File: src/rtl/nbody_accel_accumulator_if.sv
// Stream bundle between the n-body array outputs, the per-body accumulator and its consumer.
// Master drives partial vectors, control pulses and out_ready; slave is the accumulator.
interface nbody_accel_accumulator_if #(
  parameter int DATA_W = 16,
  parameter int ACC_W  = 20,
  parameter int IDX_W  = 2
) ();
  logic                  start;
  logic                  frame_done;
  logic                  a_valid;
  logic [IDX_W-1:0]      a_idx;
  logic                  a_neg;
  logic [3*DATA_W-1:0]   a_vec;
  logic                  b_valid;
  logic [IDX_W-1:0]      b_idx;
  logic                  b_neg;
  logic [3*DATA_W-1:0]   b_vec;
  logic                  out_valid;
  logic                  out_ready;
  logic [IDX_W-1:0]      out_idx;
  logic [3*ACC_W-1:0]    out_vec;
  logic                  busy;
  logic                  overflow;
  logic                  idx_err;

  modport master (
    output start, frame_done,
    output a_valid, a_idx, a_neg, a_vec,
    output b_valid, b_idx, b_neg, b_vec,
    output out_ready,
    input  out_valid, out_idx, out_vec, busy, overflow, idx_err
  );

  modport slave (
    input  start, frame_done,
    input  a_valid, a_idx, a_neg, a_vec,
    input  b_valid, b_idx, b_neg, b_vec,
    input  out_ready,
    output out_valid, out_idx, out_vec, busy, overflow, idx_err
  );
endinterface

File: src/rtl/nbody_accel_accumulator.sv
// Per-body 3D acceleration accumulator fed by two systolic lanes, drained in index order.
// Define ACCUM_SAT_EN to saturate overflowing components instead of wrapping them.
module nbody_accel_accumulator #(
  parameter int N_BODIES = 4,
  parameter int DATA_W   = 16,
  parameter int ACC_W    = 20,
  parameter int IDX_W    = 2
) (
  input  logic                    clk,
  input  logic                    rst,
  nbody_accel_accumulator_if.slave bus
);

  // Two guard bits hold any acc + termA + termB without loss.
  localparam int SUM_W = ACC_W + 2;
  localparam logic [IDX_W-1:0] LAST_IDX = IDX_W'(N_BODIES - 1);
`ifdef ACCUM_SAT_EN
  localparam logic signed [ACC_W-1:0] ACC_MAX = {1'b0, {(ACC_W-1){1'b1}}};
  localparam logic signed [ACC_W-1:0] ACC_MIN = {1'b1, {(ACC_W-1){1'b0}}};
`endif

  typedef enum logic [1:0] {ST_IDLE, ST_ACCUM, ST_DRAIN} state_t;

  state_t                   state_q, state_d;
  logic [IDX_W-1:0]         out_idx_q, out_idx_d;
  logic                     overflow_q, overflow_d;
  logic                     idx_err_q, idx_err_d;
  logic signed [ACC_W-1:0]  acc_q [N_BODIES][3];
  logic signed [ACC_W-1:0]  acc_d [N_BODIES][3];
`ifdef ACCUM_SAT_EN
  logic                     sat_q [N_BODIES][3];
  logic                     sat_d [N_BODIES][3];
`endif
  logic signed [ACC_W-1:0]  term_a [3];
  logic signed [ACC_W-1:0]  term_b [3];
  logic signed [SUM_W-1:0]  sum_w  [N_BODIES][3];
  logic                     ovf_w  [N_BODIES][3];
  logic                     a_bad, b_bad;
  logic                     drain;

  function automatic logic signed [ACC_W-1:0] lane_term(input logic [DATA_W-1:0] v,
                                                        input logic neg);
    logic signed [ACC_W-1:0] e;
    e = {{(ACC_W-DATA_W){v[DATA_W-1]}}, v};
    return neg ? -e : e;
  endfunction

  function automatic logic signed [SUM_W-1:0] widen(input logic signed [ACC_W-1:0] v);
    return {{(SUM_W-ACC_W){v[ACC_W-1]}}, v};
  endfunction

  // Out-of-range indices only exist when the index space exceeds the body count.
  generate
    if ((1 << IDX_W) > N_BODIES) begin : g_idx_chk
      assign a_bad = ({1'b0, bus.a_idx} >= (IDX_W+1)'(N_BODIES));
      assign b_bad = ({1'b0, bus.b_idx} >= (IDX_W+1)'(N_BODIES));
    end else begin : g_idx_none
      assign a_bad = 1'b0;
      assign b_bad = 1'b0;
    end
  endgenerate

  always_comb begin
    for (int c = 0; c < 3; c++) begin
      term_a[c] = lane_term(bus.a_vec[c*DATA_W +: DATA_W], bus.a_neg);
      term_b[c] = lane_term(bus.b_vec[c*DATA_W +: DATA_W], bus.b_neg);
    end
  end

  // Both lanes fold into one 3-operand sum so a shared target is judged on the final value.
  always_comb begin
    for (int i = 0; i < N_BODIES; i++) begin
      for (int c = 0; c < 3; c++) begin
        sum_w[i][c] = widen(acc_q[i][c])
                    + ((bus.a_valid && bus.a_idx == IDX_W'(i)) ? widen(term_a[c]) : '0)
                    + ((bus.b_valid && bus.b_idx == IDX_W'(i)) ? widen(term_b[c]) : '0);
        ovf_w[i][c] = (sum_w[i][c][SUM_W-1] != sum_w[i][c][ACC_W-1]) ||
                      (sum_w[i][c][SUM_W-2] != sum_w[i][c][ACC_W-1]);
      end
    end
  end

  always_comb begin
    state_d    = state_q;
    out_idx_d  = out_idx_q;
    overflow_d = overflow_q;
    idx_err_d  = idx_err_q;
    acc_d      = acc_q;
`ifdef ACCUM_SAT_EN
    sat_d      = sat_q;
`endif
    case (state_q)
      ST_IDLE: begin
        if (bus.start) begin
          state_d    = ST_ACCUM;
          overflow_d = 1'b0;
          idx_err_d  = 1'b0;
          for (int i = 0; i < N_BODIES; i++) begin
            for (int c = 0; c < 3; c++) begin
              acc_d[i][c] = '0;
`ifdef ACCUM_SAT_EN
              sat_d[i][c] = 1'b0;
`endif
            end
          end
        end
      end
      ST_ACCUM: begin
        if (bus.frame_done) state_d = ST_DRAIN;
        if ((bus.a_valid && a_bad) || (bus.b_valid && b_bad)) idx_err_d = 1'b1;
        for (int i = 0; i < N_BODIES; i++) begin
          for (int c = 0; c < 3; c++) begin
            if (ovf_w[i][c]) overflow_d = 1'b1;
`ifdef ACCUM_SAT_EN
            // A clamped component is frozen until the next timestep.
            if (!sat_q[i][c]) begin
              if (ovf_w[i][c]) begin
                acc_d[i][c] = sum_w[i][c][SUM_W-1] ? ACC_MIN : ACC_MAX;
                sat_d[i][c] = 1'b1;
              end else begin
                acc_d[i][c] = sum_w[i][c][ACC_W-1:0];
              end
            end
`else
            acc_d[i][c] = sum_w[i][c][ACC_W-1:0];
`endif
          end
        end
      end
      ST_DRAIN: begin
        if (bus.out_ready) begin
          if (out_idx_q == LAST_IDX) begin
            state_d   = ST_IDLE;
            out_idx_d = '0;
          end else begin
            out_idx_d = out_idx_q + 1'b1;
          end
        end
      end
      default: state_d = ST_IDLE;
    endcase
  end

  always_ff @(posedge clk) begin
    if (rst) begin
      state_q    <= ST_IDLE;
      out_idx_q  <= '0;
      overflow_q <= 1'b0;
      idx_err_q  <= 1'b0;
      for (int i = 0; i < N_BODIES; i++) begin
        for (int c = 0; c < 3; c++) begin
          acc_q[i][c] <= '0;
`ifdef ACCUM_SAT_EN
          sat_q[i][c] <= 1'b0;
`endif
        end
      end
    end else begin
      state_q    <= state_d;
      out_idx_q  <= out_idx_d;
      overflow_q <= overflow_d;
      idx_err_q  <= idx_err_d;
      acc_q      <= acc_d;
`ifdef ACCUM_SAT_EN
      sat_q      <= sat_d;
`endif
    end
  end

  assign drain         = (state_q == ST_DRAIN);
  assign bus.out_valid = drain;
  assign bus.busy      = (state_q != ST_IDLE);
  assign bus.out_idx   = out_idx_q;
  assign bus.overflow  = overflow_q;
  assign bus.idx_err   = idx_err_q;
  assign bus.out_vec   = drain ? {acc_q[out_idx_q][2], acc_q[out_idx_q][1], acc_q[out_idx_q][0]}
                               : '0;

endmodule

File: src/flat_wrapper.sv
// flat-port wrapper written by rule: the top's interface ports become plain ports
module nbody_accel_accumulator_flat 
#(
  parameter int N_BODIES = 4,
  parameter int DATA_W   = 16,
  parameter int ACC_W    = 20,
  parameter int IDX_W    = 2
)
  (clk, rst, bus_start, bus_frame_done, bus_a_valid, bus_a_idx, bus_a_neg, bus_a_vec, bus_b_valid, bus_b_idx, bus_b_neg, bus_b_vec, bus_out_ready, bus_out_valid, bus_out_idx, bus_out_vec, bus_busy, bus_overflow, bus_idx_err);
  nbody_accel_accumulator_if #(.DATA_W(DATA_W), .ACC_W(ACC_W), .IDX_W(IDX_W)) bus_i ();
  input  logic clk;
  input  logic rst;
  input wire logic [$bits(bus_i.start)-1:0] bus_start;
  input wire logic [$bits(bus_i.frame_done)-1:0] bus_frame_done;
  input wire logic [$bits(bus_i.a_valid)-1:0] bus_a_valid;
  input wire logic [$bits(bus_i.a_idx)-1:0] bus_a_idx;
  input wire logic [$bits(bus_i.a_neg)-1:0] bus_a_neg;
  input wire logic [$bits(bus_i.a_vec)-1:0] bus_a_vec;
  input wire logic [$bits(bus_i.b_valid)-1:0] bus_b_valid;
  input wire logic [$bits(bus_i.b_idx)-1:0] bus_b_idx;
  input wire logic [$bits(bus_i.b_neg)-1:0] bus_b_neg;
  input wire logic [$bits(bus_i.b_vec)-1:0] bus_b_vec;
  input wire logic [$bits(bus_i.out_ready)-1:0] bus_out_ready;
  output wire logic [$bits(bus_i.out_valid)-1:0] bus_out_valid;
  output wire logic [$bits(bus_i.out_idx)-1:0] bus_out_idx;
  output wire logic [$bits(bus_i.out_vec)-1:0] bus_out_vec;
  output wire logic [$bits(bus_i.busy)-1:0] bus_busy;
  output wire logic [$bits(bus_i.overflow)-1:0] bus_overflow;
  output wire logic [$bits(bus_i.idx_err)-1:0] bus_idx_err;
  assign bus_i.start = bus_start;
  assign bus_i.frame_done = bus_frame_done;
  assign bus_i.a_valid = bus_a_valid;
  assign bus_i.a_idx = bus_a_idx;
  assign bus_i.a_neg = bus_a_neg;
  assign bus_i.a_vec = bus_a_vec;
  assign bus_i.b_valid = bus_b_valid;
  assign bus_i.b_idx = bus_b_idx;
  assign bus_i.b_neg = bus_b_neg;
  assign bus_i.b_vec = bus_b_vec;
  assign bus_i.out_ready = bus_out_ready;
  assign bus_out_valid = bus_i.out_valid;
  assign bus_out_idx = bus_i.out_idx;
  assign bus_out_vec = bus_i.out_vec;
  assign bus_busy = bus_i.busy;
  assign bus_overflow = bus_i.overflow;
  assign bus_idx_err = bus_i.idx_err;
  nbody_accel_accumulator #(.N_BODIES(N_BODIES), .DATA_W(DATA_W), .ACC_W(ACC_W), .IDX_W(IDX_W)) u_core (.clk(clk), .rst(rst), .bus(bus_i));
endmodule
File: config.mk
export PLATFORM = sky130hd
export DESIGN_NAME = nbody_accel_accumulator_flat
export DESIGN_NICKNAME = d
export VERILOG_FILES = /design/src/rtl/nbody_accel_accumulator_if.sv /design/src/rtl/nbody_accel_accumulator.sv /design/src/flat_wrapper.sv
export SDC_FILE = /design/constraint.sdc
export NUM_CORES = 2
export LEC_CHECK = 0
export CAP_MARGIN = 20
export CORE_MARGIN = 2
export CORE_UTILIZATION = 45
export CTS_CLUSTER_SIZE = 20
export DETAILED_ROUTE_END_ITERATION = 6
export PLACE_DENSITY_LB_ADDON = 0.1
export SKIP_LAST_GASP = 1
export SYNTH_ARGS = -nofsm -noshare
export SYNTH_HDL_FRONTEND = slang
export SYNTH_SLANG_ARGS = --single-unit
export TNS_END_PERCENT = 50
File: constraint.sdc
create_clock -name clk -period 13.8 [get_ports clk]
set_input_delay 2.76 -clock clk [delete_from_list [all_inputs] [get_ports clk]]
set_output_delay 2.76 -clock clk [all_outputs]
set_load 0.005 [all_outputs]
==> Yosys cells after proc, flatten, opt, wreduce, memory -nomap -nowiden <==
Cells that the tools add are included.
{ "op_classes": {"bitwise_logic": 1, "n_eq_ne": 38, "reduce_logical": 29, "order_cmp": 1, "n_mux": 56, "n_addsub": 31} }
{ "ops": {"columns": ["op", "n"], "rows": [
  ["22-bit adder", 24],
  ["22-bit two-way mux", 24],
  ["240-bit one-hot mux with 2 select lines", 1],
  ["240-bit two-way mux", 1],
  ["60-bit two-way mux", 3],
  ["60-bit binary-select mux with 2-bit select", 1],
  ["20-bit two-way mux", 6],
  ["16-bit negator with 20-bit output", 6],
  ["1-bit != test", 24],
  ["1-bit two-way mux", 13],
  ["13-bit by 1-bit != test with 1-bit output, second input constant", 1],
  ["2-bit == test, second input constant", 6],
  ["1-bit logical OR", 12],
  ["2-bit two-way mux", 5],
  ["1-bit logical AND", 8],
  ["2-bit != test, second input constant", 4],
  ["2-bit by 1-bit == test with 1-bit output, second input constant", 3],
  ["2-bit logical NOT", 3],
  ["2-bit one-hot mux with 3 select lines", 1],
  ["2-bit AND reduction", 2],
  ["4-bit AND reduction", 1],
  ["2-bit nonzero test", 2],
  ["3-bit >= comparator, second input constant", 1],
  ["2-bit NOT with 3-bit output", 1],
  ["other kinds (3)", 3]
]} }
{ "word_totals": {"out_inout_bits": 66, "in_bits": 109, "elab_cells": 171, "ff_bits": 245} }

==> Logic depth before layout (Yosys ltp) <==
{ "logic_depth": {"ltp_word": 20, "depth_mapped": 24, "ltp_nobuf": 24} }

==> Worst setup path before layout <==
OpenSTA, ideal clock, no wires.
{ "synth_timing": {"kind": "input-to-reg", "start": "input bus_a_vec[37]", "end": "register u_core.overflow_q, in the netlist u_core.bus.overflow", "path_buffers": 0, "arrival_time_ps": 7799, "setup_ps": 139, "required_ps": 13661, "path_stages": 21, "slack_ps": 5862, "cell_sequence": "or4_1 > nor4_1 > nand2b_1 > or2_2 > o21ai_0 > xnor2_1 > nand2_1 > fa_1 > inv_1 > ha_1 > and3_1 > a22o_1 > a221o_1 > a311o_1 > mux2_2 > mux2i_1 > and4b_1 > o221ai_1 > or4_1 > nor4_1 > a41oi_1"} }
{ "synth_between": {"elab_chain_len": 18, "word_cells_on_any_way": 39, "cone_classes": "add/sub (9); eq/ne (9); mux (16); reduce/logical (5)"} }
{ "synth_rtl": {"columns": ["item", "line", "text"], "rows": [
  ["from (decl)", "flat_wrapper.sv:18", "input wire logic [$bits(bus_i.a_vec)-1:0] bus_a_vec;"],
  ["16-bit negator with 20-bit output", "nbody_accel_accumulator.sv:45", "return neg ? -e : e;"],
  ["20-bit two-way mux *", "nbody_accel_accumulator.sv:45", null],
  ["22-bit two-way mux", "nbody_accel_accumulator.sv:75", "+ ((bus.a_valid && bus.a_idx == IDX_W'(i)) ? widen(term_a[c]) : '0)"],
  ["22-bit adder", "nbody_accel_accumulator.sv:75", null],
  ["22-bit adder", "nbody_accel_accumulator.sv:76", "+ ((bus.b_valid && bus.b_idx == IDX_W'(i)) ? widen(term_b[c]) : '0);"],
  ["1-bit != test (on tied branches)", "nbody_accel_accumulator.sv:77, nbody_accel_accumulator.sv:78", null],
  ["1-bit logical OR", "nbody_accel_accumulator.sv:77", "ovf_w[i][c] = (sum_w[i][c][SUM_W-1] != sum_w[i][c][ACC_W-1]) ||"],
  ["1-bit two-way mux (10 in a row)", "nbody_accel_accumulator.sv:113", "if (ovf_w[i][c]) overflow_d = 1'b1;"],
  ["1-bit one-hot mux with 2 select lines", "nbody_accel_accumulator.sv:92", "case (state_q)"],
  ["to (signal assigned)", "nbody_accel_accumulator.sv:161", "overflow_q <= overflow_d;"],
  ["to (decl)", "nbody_accel_accumulator.sv:26", "logic overflow_q, overflow_d;"]
]} }
Mark *: on every way between the ends. The rest lies on a longest branch, timed or not.
A chain may end at the register's enable or synchronous reset.

==> Final worst setup path <==
{ "layout_timing": {"start": "input bus_b_vec[0]", "end": "register u_core.overflow_q, in the netlist u_core.bus.overflow"} }
{ "layout_between": {"elab_chain_len": 16, "word_cells_on_any_way": 34, "cone_classes": "add/sub (5); eq/ne (9); mux (15); reduce/logical (5)"} }
{ "layout_rtl": {"columns": ["item", "line", "text"], "rows": [
  ["from (decl)", "flat_wrapper.sv:22", "input wire logic [$bits(bus_i.b_vec)-1:0] bus_b_vec;"],
  ["16-bit negator with 20-bit output", "nbody_accel_accumulator.sv:45", null],
  ["20-bit two-way mux *", "nbody_accel_accumulator.sv:45", null],
  ["22-bit two-way mux", "nbody_accel_accumulator.sv:76", null],
  ["22-bit adder", "nbody_accel_accumulator.sv:76", null],
  ["1-bit != test (on tied branches)", "nbody_accel_accumulator.sv:77, nbody_accel_accumulator.sv:78", null],
  ["1-bit logical OR", "nbody_accel_accumulator.sv:77", null],
  ["1-bit two-way mux (9 in a row)", "nbody_accel_accumulator.sv:113", null],
  ["1-bit one-hot mux with 2 select lines", "nbody_accel_accumulator.sv:92", null]
]} }
Marked as above.

==> results.sh <==
export IMPL_outcome="finished clean"
export IMPL_track_usage=0.280
export IMPL_finalSetupViolations=0
export IMPL_internal_power_uw=1580
export IMPL_power_switching_uw=840
export IMPL_dp_cells=5204
export IMPL_setup_ws_ns=5.03
export IMPL_drive_gt1_frac=0.0498
export IMPL_htree_levels=2
export IMPL_layout_common_cells="inv_1 (759), nand2_1 (568), nor2_1 (361)"
export IMPL_cts_resized=0
export IMPL_min_from="u_core.acc_q[71]$_SDFFE_PP0P_"
export IMPL_cts_buffers=36
export IMPL_io_pins=175
export IMPL_grt_max_degree=92
export IMPL_syn_inst=4212
export IMPL_area_growth_pct=11.9
export IMPL_seqPwrFrac=0.310
export IMPL_r2r_end="u_core.bus.overflow$_SDFFE_PP0P_"
export IMPL_fp_dieArea_mm2=0.0740
export IMPL_synthArstFlopShare=0
export IMPL_rr_worst_depth=17
export IMPL_startpoint_type="primary input"
export IMPL_maxCapViolCount=0
export IMPL_path_class="in2reg"
export IMPL_cts_tree="built"
export IMPL_drtIter0Drc=2386
export IMPL_finalWirelength_mm=104
export IMPL_whs_endpoint="u_core.acc_q[71]$_SDFFE_PP0P_"
export IMPL_synth_largest_area_cell="fa_1"
export IMPL_grt_busiest_layer="met2"
export IMPL_path_cells="clkdlybuf4s50_1 -> inv_1 -> nand2_1 -> or4_1 -> or2_2 -> nand2b_1 -> o31ai_1 -> xnor2_1 -> nand2_1 -> fa_1 -> inv_1 -> ha_1 -> inv_1 -> nor3_1 -> nand2_1 -> a21oi_1 -> or2_2 -> nor3_1 -> a2111oi_0 -> o2111ai_1 -> or4_1 -> nor4_1 -> a41oi_1"
export IMPL_worstMarginPinSlew_ns=1.12
export IMPL_hold_viol=0
export IMPL_start_util=0.453
export IMPL_power_per_cell_area_mw_per_mm2=66.9
export IMPL_grt_setup_unrepaired="false"
export IMPL_num_rows=98
export IMPL_min_path_type="reg2reg"
export IMPL_grt_pass1_vias=28527
export IMPL_use_met2=0.445
export IMPL_cts_hold_buf=0
export IMPL_p_leak_uw=0.0172
export IMPL_synth_area_per_cell_um2=7.67
export IMPL_place_ws_ns=4.40
export IMPL_placed_area_mm2=0.0349
export IMPL_final_area_mm2=0.0362
export IMPL_route_vias_total=29323
export IMPL_clkLatencyLatePin_ns=0.58
export IMPL_reg2reg_slack_ns=8.33
export IMPL_drt_wirelength_per_cell_um=19.7
export IMPL_maxSlewViolCount=0
export IMPL_clockBufferDepth=3
export IMPL_final_common_cell="inv_1"
export IMPL_ys_top_cells_by_area="fa_1 (16%), dfxtp_1 (15%), ha_1 (9.6%)"
export IMPL_synth_top_cell_area_share=0.156
export IMPL_crit_slowest_cell="o31ai_1"
export IMPL_fin_nets=4901
export IMPL_skew_ns=0.0261
export IMPL_clock_sinks=245
export IMPL_cts_setup_buffers=0
export IMPL_die_h_um=272
export IMPL_fmax_mhz=114
export IMPL_min_delay_path_depth=2
export IMPL_antenna_found_initial=1
export IMPL_gr_total_overflow=0
export IMPL_drt_pass1_iter_count=6
export IMPL_fin_cells=5270
export IMPL_dieWidth_um=272
export IMPL_r2r_start="u_core.acc_q[221]$_SDFFE_PP0P_"
export IMPL_drc=0
export IMPL_finalCritPeriodShare=0.636
export IMPL_coreArea_mm2=0.0712
export IMPL_grt_first_pass_wirelength_mm=162
export IMPL_setup_worst_path_start="bus_b_vec[0]"
export IMPL_tns_ns=0
export IMPL_clkPwrFrac=0.420
export IMPL_ant_nets=0
export IMPL_synth_ff_type="dfxtp_1"
export IMPL_synth_edf_count=0
export IMPL_via_per_inst=5.56
export IMPL_place_gp_congestion=0.912
export IMPL_crit_path_max_incr_delay_ns=0.55
export IMPL_syn_nets=4820
export IMPL_dp_hpwl_mm=76.5
export IMPL_critPathArrivalTime_ns=9.20
export IMPL_yosys_warnings=0
export IMPL_yosysUniqueCellTypes=87
export IMPL_synth_ff_latch_count=245
export IMPL_cp_required_ns=14.23
export IMPL_fin_util=0.508
export IMPL_use_met3=0.0407
export IMPL_ir_worst_vdd_uv=73.1
export IMPL_period_needed_ns=8.77
export IMPL_critPathCaptureType="flip-flop"
export IMPL_path_clk_slew_ns=0.06
export IMPL_synth_seq_area_share=0.152
export IMPL_port_buffers=173
export IMPL_clockRootBuffer="clkbuf_16"
export IMPL_switching_share=0.347
export IMPL_p_comb_frac=0.271
export IMPL_grtUsageMet1=0.393
export IMPL_netlist_area_mm2=0.0323
export IMPL_relSlewSlack=0.257
export IMPL_crit_fanout=5
[Yosys cell counts (all sizes together), types with 15 or more instances]
cell type    n
inv        759
nand2      568
nor2       364
fa         252
ha         247
dfxtp      245
xnor2      194
a21oi      178
a22oi      175
clkbuf     146
o21ai      131
a21o        99
and2        87
mux4        60
nand2b      53
xor2        53
nand3       47
o21a        39
nor3        38
nor2b       34
o31ai       34
a211oi      29
or3         28
buf         22
o21bai      22
or2         22
a211o       18
a22o        17
a32oi       17
and3        17
nor4        16
o41ai       15
[worst max-delay path, delay by kind of cell]
kind | cells | cell delay (ns)
fa+ha+maj | 2 | 0.84
buf+inv | 4 | 0.72
simple gates | 11 | 2.97
xor+xnor | 1 | 0.26
compound gates | 5 | 1.63
[kinds of logic after synthesis]
kind of cell    Yosys count  share of synthesized area
fa+ha+maj               499                      0.252
xor+xnor                247                     0.0670
simple gates           1327                      0.184
buf+inv                 927                      0.108
compound gates          891                      0.190
mux                      75                     0.0467
other cells               1                   0.000116
flops                   245                      0.152
[sequential cells by signal, indices dropped and copies added, names as in the netlist]
name	flops
u_core.acc_q	240
u_core.bus.overflow	1
u_core.state_q	2
u_core.bus.out_idx	2
[worst max path at each step]
| stage | cells after the start | end |
|---|---|---|
| CTS | 23 | u_core.bus.overflow$_SDFFE_PP0P_ |
| floorplan | 21 | u_core.bus.overflow$_SDFFE_PP0P_ |
| detailed placement | 24 | u_core.bus.overflow$_SDFFE_PP0P_ |
| finish | 23 | u_core.bus.overflow$_SDFFE_PP0P_ |
| global placement | 23 | u_core.bus.overflow$_SDFFE_PP0P_ |
| global route | 25 | u_core.bus.overflow$_SDFFE_PP0P_ |
[power by group through the flow]
stage               Combinational, µW  Sequential, µW  Clock [µW]
floorplan                         439             753           0
global placement                  644             764           0
CTS                               652             749        1040
global route                      726             751        1060
detailed placement                647             764           0
finish                            655             749        1020
[layer usage]
metal,up-vias,share of wire
li1,14125,-
met1,14140,0.46
met2,930,0.44
met3,128,0.069
met4,0,0.028
met5,-,0
[through the flow]
step / total power (µW) / hold WS [ns]
final: 2420 / 0.469
after global placement: 1410 / 0.460
after CTS: 2440 / 0.467
after global routing: 2540 / 0.493
after floorplan: 1190 / 0.428
after detailed placement: 1410 / 0.463
[cell type report]
type	count	area (µm²)
clock buffers	53	1090
clock inverters	11	163
multi-input cells	3040	24000
diodes	1	2.50
flip-flops and latches	245	4910
inverters	759	2850
repair buffers	211	2010
well taps	950	1190
fillers	7022	35100
No activity file was read; power rests on OpenSTA's default activity.
